--- config.mk ---
export PLATFORM = sky130hd
export DESIGN_NAME = inv_shift_row_stream
export DESIGN_NICKNAME = d
export VERILOG_FILES = /design/src/rtl/inv_shift_row_stream.sv
export SDC_FILE = /design/constraint.sdc
export NUM_CORES = 1
export LEC_CHECK = 0
export ABC_AREA = 1
export BUFFER_PORTS_ARGS = -buffer_cell sky130_fd_sc_hd__buf_2
export CORE_MARGIN = 2
export CORE_UTILIZATION = 60
export CTS_CLUSTER_DIAMETER = 120
export CTS_CLUSTER_SIZE = 25
export DETAILED_ROUTE_END_ITERATION = 6
export GPL_TIMING_DRIVEN = 0
export PLACE_DENSITY = 0.77
export SYNTH_ARGS = -nofsm -noshare
export SYNTH_HDL_FRONTEND = slang
export SYNTH_SLANG_ARGS = --single-unit
--- constraint.sdc ---
create_clock -name sys_clk -period 4.1 [get_ports sys_clk]
set_input_delay 1.23 -clock sys_clk [delete_from_list [all_inputs] [get_ports sys_clk]]
set_output_delay 1.23 -clock sys_clk [all_outputs]
set_load 0.01 [all_outputs]
--- src/rtl/inv_shift_row_stream.sv ---
// Byte-serial AES InvShiftRows stage with ping-pong 16-byte banks.
// Optional INV_SHIFT_ROW_FWD_EN adds a per-block fwd input selecting forward ShiftRows.
module inv_shift_row_stream (
  input  logic       sys_clk,
  input  logic       sys_rst_n,
`ifdef INV_SHIFT_ROW_FWD_EN
  input  logic       fwd,
`endif
  input  logic       in_valid,
  output logic       in_ready,
  input  logic [7:0] in_data,
  output logic       out_valid,
  input  logic       out_ready,
  output logic [7:0] out_data,
  output logic       out_last
);

  localparam int unsigned BYTE_W  = 8;
  localparam int unsigned BLK_LEN = 16;
  localparam int unsigned CNT_W   = 4;

  logic [BYTE_W-1:0] bank_q [2][BLK_LEN];
  logic [BYTE_W-1:0] bank_d [2][BLK_LEN];
  logic [1:0]        full_q, full_d;
  logic              wr_bank_q, wr_bank_d;
  logic              rd_bank_q, rd_bank_d;
  logic [CNT_W-1:0]  wr_cnt_q, wr_cnt_d;
  logic [CNT_W-1:0]  rd_cnt_q, rd_cnt_d;
`ifdef INV_SHIFT_ROW_FWD_EN
  logic [1:0]        mode_q, mode_d;
`endif

  logic       in_fire;
  logic       out_fire;
  logic [1:0] row;
  logic [1:0] col;
  logic [1:0] src_col;

  assign in_ready  = !full_q[wr_bank_q];
  assign out_valid = full_q[rd_bank_q];
  assign in_fire   = in_valid & in_ready;
  assign out_fire  = out_valid & out_ready;
  assign out_last  = out_valid & (rd_cnt_q == CNT_W'(BLK_LEN - 1));

  // Fill/drain bookkeeping; set and clear of full never hit the same bank in one cycle.
  always_comb begin
    bank_d    = bank_q;
    full_d    = full_q;
    wr_bank_d = wr_bank_q;
    rd_bank_d = rd_bank_q;
    wr_cnt_d  = wr_cnt_q;
    rd_cnt_d  = rd_cnt_q;
`ifdef INV_SHIFT_ROW_FWD_EN
    mode_d    = mode_q;
    if (in_fire && (wr_cnt_q == '0)) begin
      mode_d[wr_bank_q] = fwd;
    end
`endif
    if (in_fire) begin
      bank_d[wr_bank_q][wr_cnt_q] = in_data;
      wr_cnt_d = wr_cnt_q + CNT_W'(1);
      if (wr_cnt_q == CNT_W'(BLK_LEN - 1)) begin
        full_d[wr_bank_q] = 1'b1;
        wr_bank_d         = ~wr_bank_q;
      end
    end
    if (out_fire) begin
      rd_cnt_d = rd_cnt_q + CNT_W'(1);
      if (rd_cnt_q == CNT_W'(BLK_LEN - 1)) begin
        full_d[rd_bank_q] = 1'b0;
        rd_bank_d         = ~rd_bank_q;
      end
    end
  end

  // Output beat k = 4*col + row reads the byte whose column is rotated by the row index.
  always_comb begin
    row = rd_cnt_q[1:0];
    col = rd_cnt_q[3:2];
`ifdef INV_SHIFT_ROW_FWD_EN
    src_col = mode_q[rd_bank_q] ? (col + row) : (col - row);
`else
    src_col = col - row;
`endif
    out_data = out_valid ? bank_q[rd_bank_q][{src_col, row}] : '0;
  end

  always_ff @(posedge sys_clk or negedge sys_rst_n) begin
    if (!sys_rst_n) begin
      bank_q    <= '{default: '0};
      full_q    <= '0;
      wr_bank_q <= 1'b0;
      rd_bank_q <= 1'b0;
      wr_cnt_q  <= '0;
      rd_cnt_q  <= '0;
`ifdef INV_SHIFT_ROW_FWD_EN
      mode_q    <= '0;
`endif
    end else begin
      bank_q    <= bank_d;
      full_q    <= full_d;
      wr_bank_q <= wr_bank_d;
      rd_bank_q <= rd_bank_d;
      wr_cnt_q  <= wr_cnt_d;
      rd_cnt_q  <= rd_cnt_d;
`ifdef INV_SHIFT_ROW_FWD_EN
      mode_q    <= mode_d;
`endif
    end
  end

endmodule

Word-level counts from Yosys, hierarchy flattened
Index checks and enable logic that the tools add are counted.

Memories kept: 0. Bits of input ports: 12. Memory bits (writable): 0. Output and inout port bits: 11. Flip-flop bits (word level): 268. Bits in latches: 0. Bits in read-only memories: 0. Word-level logic and storage cells: 95.

Equal/unequal tests: 2. Bitwise gates (word level): 12. Magnitude comparators: 10. Shift-type cells: 0. Div/mod/pow operators: 0. $add $sub $neg: 3. Reductions and logical operators: 7. $mul: 0. Multiplexer cells: 24.

Operators with widths (number): 2-to-1 mux 128 bit (4); bitwise mux 256 bit (1); demux 128 bit (select 1 bit) (1); binary-select mux 8 bit (select 4 bit) (1); demux 8 bit (select 4 bit) (1); 2-to-1 mux 8 bit (4); >= comparator 5 bit (second input constant) (2); inverter 4 -> 5 bit (2); adder 4 x 1 -> 4 bit (second input constant) (2); equality test 4 bit (second input constant) (2); 2-to-1 mux 2 bit (4); 2-to-1 mux 1 bit (6); < comparator 5 x 1 -> 1 bit (second input constant) (1); >= comparator 2 bit (second input constant) (2); logical AND 1 bit (4); < comparator 1 x 2 -> 1 bit (second input constant) (2); inverter 1 -> 2 bit (2); AND reduction 2 bit (2); AND 1 bit (3); AND 2 bit (1); demux 1 bit (select 1 bit) (2); >= comparator 1 bit (second input constant) (2); < comparator 2 x 1 -> 1 bit (second input constant) (1); inverter 1 bit (2); other kinds (4) (4).

Logic depth before layout (Yosys ltp)
Depth in word-level cells: 10. Mapped depth: 11. Gate-level depth less buffers: 9.

Worst setup path before layout
OpenSTA, ideal clock, no wires.

Path kind: register to output. From: register rd_cnt_q[2]. To: output port out_data[5]. Data arrival time: 1.816 ns. Path slack: 1.054 ns. Required time: 2.870 ns. Buffers on the path: 0. Cell stages (with the launch flop): 9. Cells stage by stage: dfrtp_1 -> inv_1 -> ha_1 -> xor2_2 -> xor2_1 -> inv_2 -> nand3_1 -> nand2_1 -> nor2_1.

Longest elaborated chain between the ends: 6.

RTL lines: start: declaration (line 28) `logic [CNT_W-1:0] rd_cnt_q, rd_cnt_d;`; start signal: assignment (line 105) `rd_cnt_q <= rd_cnt_d;`; subtractor 2 bit (line 83) `src_col = col - row;`; inverter 4 -> 5 bit (implied by the code) (line 85) `out_data = out_valid ? bank_q[rd_bank_q][{src_col, row}] : '0;`; binary-select mux 8 bit (select 4 bit) (line 85); 2-to-1 mux 8 bit (implied by the code) (2 in a row) (line 85); 2-to-1 mux 8 bit (line 85); end: declaration (line 14) `output logic [7:0] out_data,`.

No other way between the ends. The select of a mux whose other input is x is not followed.

Worst setup path after layout
From: register rd_cnt_q[1]. To: output port out_data[6].

Longest elaborated chain between the ends: 6.

RTL lines (line): subtractor 2 bit (83); inverter 4 -> 5 bit (implied by the code) * (85); binary-select mux 8 bit (select 4 bit) * (85); 2-to-1 mux 8 bit (implied by the code) * (2 in a row) (85); 2-to-1 mux 8 bit * (85).

Every way passes the cells marked *; elsewhere a longest branch is shown, timed or not. The select of a mux whose other input is x is not followed.

==> run_results.csv <==
group,metric,value,unit
run_status,outcome,"complete, no violations",
critical_path,critPathMaxFanout,10,
min_path,hold_path_end,"bank_q[193]$_DFFE_PN0P_",
global_routing,grt_pass1_wl,66600,um
sta,tightest_slew,1.14,ns
clock_tree,numCtsBuffers,14,
critical_path,rr_startpoint,"wr_bank_q$_DFFE_PN0P_",
floorplan,core_area,21200,um2
finish,drive_above_1_share,0.0692,
synth,ys_seq_area_frac,0.516,
routing,wl_per_cell,22.0,um
synth,ys_types,25,
placed_design,gp_congestion,1.00,
finish,layout.nets,1767,
clock_tree,cts_tree,"built",
finish,seqCellArea,6710,um2
clock_tree,cts_hold_buf,0,
floorplan,start_util,0.614,
sta,min_period,4.10,ns
clock_tree,cts_setup_buffers,0,
critical_path,reg2reg_to,"bank_q[52]$_DFFE_PN0P_",
sta,rsz0062_at_grt,"false",
finish,nFillCells,1872,
global_routing,overflow,0,
job,drv_cap,0,
min_path,min-delay-start,"bank_q[193]$_DFFE_PN0P_",
sta,hold_ws,0.493,ns
routing,drc,0,
clock_tree,h-tree-depth,1,
global_routing,grt_max_degree,119,
sta,max_freq,244,MHz
synth,synth_compound_area_frac,0.119,
sta,finalHoldViolations,0,
synth,syn_inst,1718,
floorplan,die_h,151,um
clock_tree,clkTransAtPathRegs,0.10,ns
sta,relSlewSlack,0.238,
min_path,hold_path_class,"reg -> reg",
routing,vias,11800,
placed_design,dp_hpwl,31400,um
critical_path,cp.required,2.87,ns
synth,ys_seq_elements,268,
clock_tree,cts_buffer_depth,3,
floorplan,die_w,151,um
clock_tree,clock-sinks,268,
placed_design,post-place-ws,0.288,ns
synth,avgSynthCellArea,7.56,um2
synth,netlist_area,13000,um2
synth,synthAdderAreaFrac,0.00578,
synth,synthMuxAreaShare,0,
global_routing,grt_util_all_layers,0.402,
routing,vias_per_cell,5.84,
routing,drt_pre_antenna_iters,7,
floorplan,io_pins,23,
synth,syn_nets,1736,
sta,setup_tns,0,ns
synth,synth_top_family_by_area,"simple AND/OR/NAND/NOR gates",
global_routing,grt_pass1_vias,11100,
sta,skew,0.0337,ns
floorplan,fp.dieArea,22800,um2
synth,synth_xor_area_frac,0.00665,
power_and_ir_drop,cellLeakagePower,6.75,nW
critical_path,start_kind,"flip-flop",
sta,setup_ws,0.00161,ns
placed_design,portBuffers,15,
synth,ys_warn_count,0,
critical_path,r2r_cells,8,
global_routing,antenna_found_initial,0,
floorplan,rows,53,
critical_path,r2r_slack,1.54,ns
clock_tree,clock_latency,0.53,ns
power_and_ir_drop,peakVddDrop,0.585,mV
finish,antennaDiodeCount,0,
sta,period_share,1.00,
min_path,hold_depth,2,
finish,area_delta_synth_final,7.10,%
critical_path,endpoint_kind,"output port",
synth,synthSimpleGateAreaFrac,0.262,
power_and_ir_drop,powerDensity,837,nW/um2
power_and_ir_drop,p_total,11.6,mW
routing,wl,44500,um
critical_path,worstPathArrival,2.87,ns
routing,drt_iter0_markers,1473,
critical_path,worst-setup-path-type,"reg -> out",
finish,multi_input_area,5130,um2
sta,setup_viol,0,
sta,maxSlewViolCount,0,
clock_tree,cts_root_buf,"clkbuf_16",
finish,final_util,0.658,
routing,drt.antenna.violating_nets,0,
## cells by family after synthesis
| logic type | count (synthesis) |
|---|---|
| flops | 268 |
| buf+inv | 302 |
| fa+ha+maj | 6 |
| simple gates | 829 |
| compound gates | 304 |
| xor+xnor | 9 |
## cells in the final DEF, fill, tap and decap left out, drive strengths merged
cell,synthesis,final
nor2,161,161
buf,37,52
xor2,9,9
clkinv,3,3
nand4,2,2
nand3,165,165
nand2,488,488
or2,12,12
o21ai,225,225
a21oi,70,70
clkbuf,80,95
ha,6,6
nor3,1,1
o211ai,9,9
inv,182,183
dfrtp,268,268
## metal layers
layer | share of wire | up-vias | global-route usage
li1 | - | 5438 | -
met1 | 0.40 | 5523 | 0.567
met2 | 0.43 | 730 | 0.592
met3 | 0.12 | 132 | 0.106
met4 | 0.047 | 0 | 0.168
met5 | 0 | - | 0
## what timing repair did
item                       in CTS  in global routing
setup endpoints to repair       8                  8
pin swaps                       0                  0
gates resized for setup        19                 31
## sequential cells by signal (all words and copies together) (netlist names)
signal	count
rd_cnt_q	4
bank_q	256
full_q	2
wr_cnt_q	4
wr_bank_q	1
rd_bank_q	1
## cells in the mapped netlist
cell type	number	share of area
a21oi_1	70	0.027
o21ai_2	1	0.00067
ha_1	6	0.0058
xor2_2	1	0.0013
nand3_1	165	0.064
xor2_1	8	0.0054
or2_1	8	0.0039
dfrtp_1	268	0.52
buf_2	23	0.0089
nor3_1	1	0.00038
nand4_1	2	0.00096
nor2_2	17	0.0082
nor2_1	144	0.042
buf_1	12	0.0035
o21ai_1	24	0.0092
inv_1	179	0.052
clkbuf_1	80	0.023
nand2_2	2	0.00096
or2_2	4	0.0019
o21ai_0	200	0.077
buf_4	2	0.0012
clkinv_1	3	0.00087
inv_2	3	0.00087
o211ai_1	9	0.0052
nand2_1	486	0.14
## worst max-delay path, stage by stage, from the launching register on
cell	delay [ns]
dfrtp_1	0.66
clkinv_2	0.30
clkbuf_1	0.44
nand3_1	0.25
nand3_1	0.17
nand3_1	0.13
nand2_1	0.06
nor2_1	0.17
buf_2	0.17
## area by class of cell
type | count | area share
buffer | 115 | 0.0366
clock buffer | 15 | 0.0270
clock inverter | 1 | 0.000630
inverter | 185 | 0.0500
multi-input combinational | 1148 | 0.369
sequential | 268 | 0.482
tap | 275 | 0.0247
timing repair buffer | 17 | 0.0101
## stage by stage
stage | instance area, um2 | std cells
floorplan | 13000 | 1718
global placement | 13400 | 2008
detailed placement | 13500 | 2010
CTS | 13900 | 2024
global route | 13900 | 2024
finish | 13900 | 2024
## where the power goes
| group | leakage, nW | switching (mW) | total, mW | internal [mW] |
|---|---|---|---|---|
| Clock | 0.189 | 0.894 | 1.56 | 0.665 |
| Combinational | 3.48 | 4.06 | 5.78 | 1.72 |
| Sequential | 3.08 | 0.524 | 4.30 | 3.78 |
## worst max-delay path by stage
stage	slack [ns]	cells past startpoint	to	from
2_1_floorplan	1.05	8	out_data[5]	rd_cnt_q[2]$_DFFE_PN0P_
3_3_place_gp	-3.05	1	bank_q[156]$_DFFE_PN0P_	sys_rst_n
3_5_place_dp	0.29	8	out_data[6]	rd_cnt_q[1]$_DFFE_PN0P_
4_1_cts	0.007	10	out_data[5]	rd_bank_q$_DFFE_PN0P_
5_1_grt	0.0006	9	out_data[6]	rd_cnt_q[0]$_DFFE_PN0P_
6_report	0.002	8	out_data[6]	rd_cnt_q[1]$_DFFE_PN0P_
No activity file was read; power rests on OpenSTA's default activity.
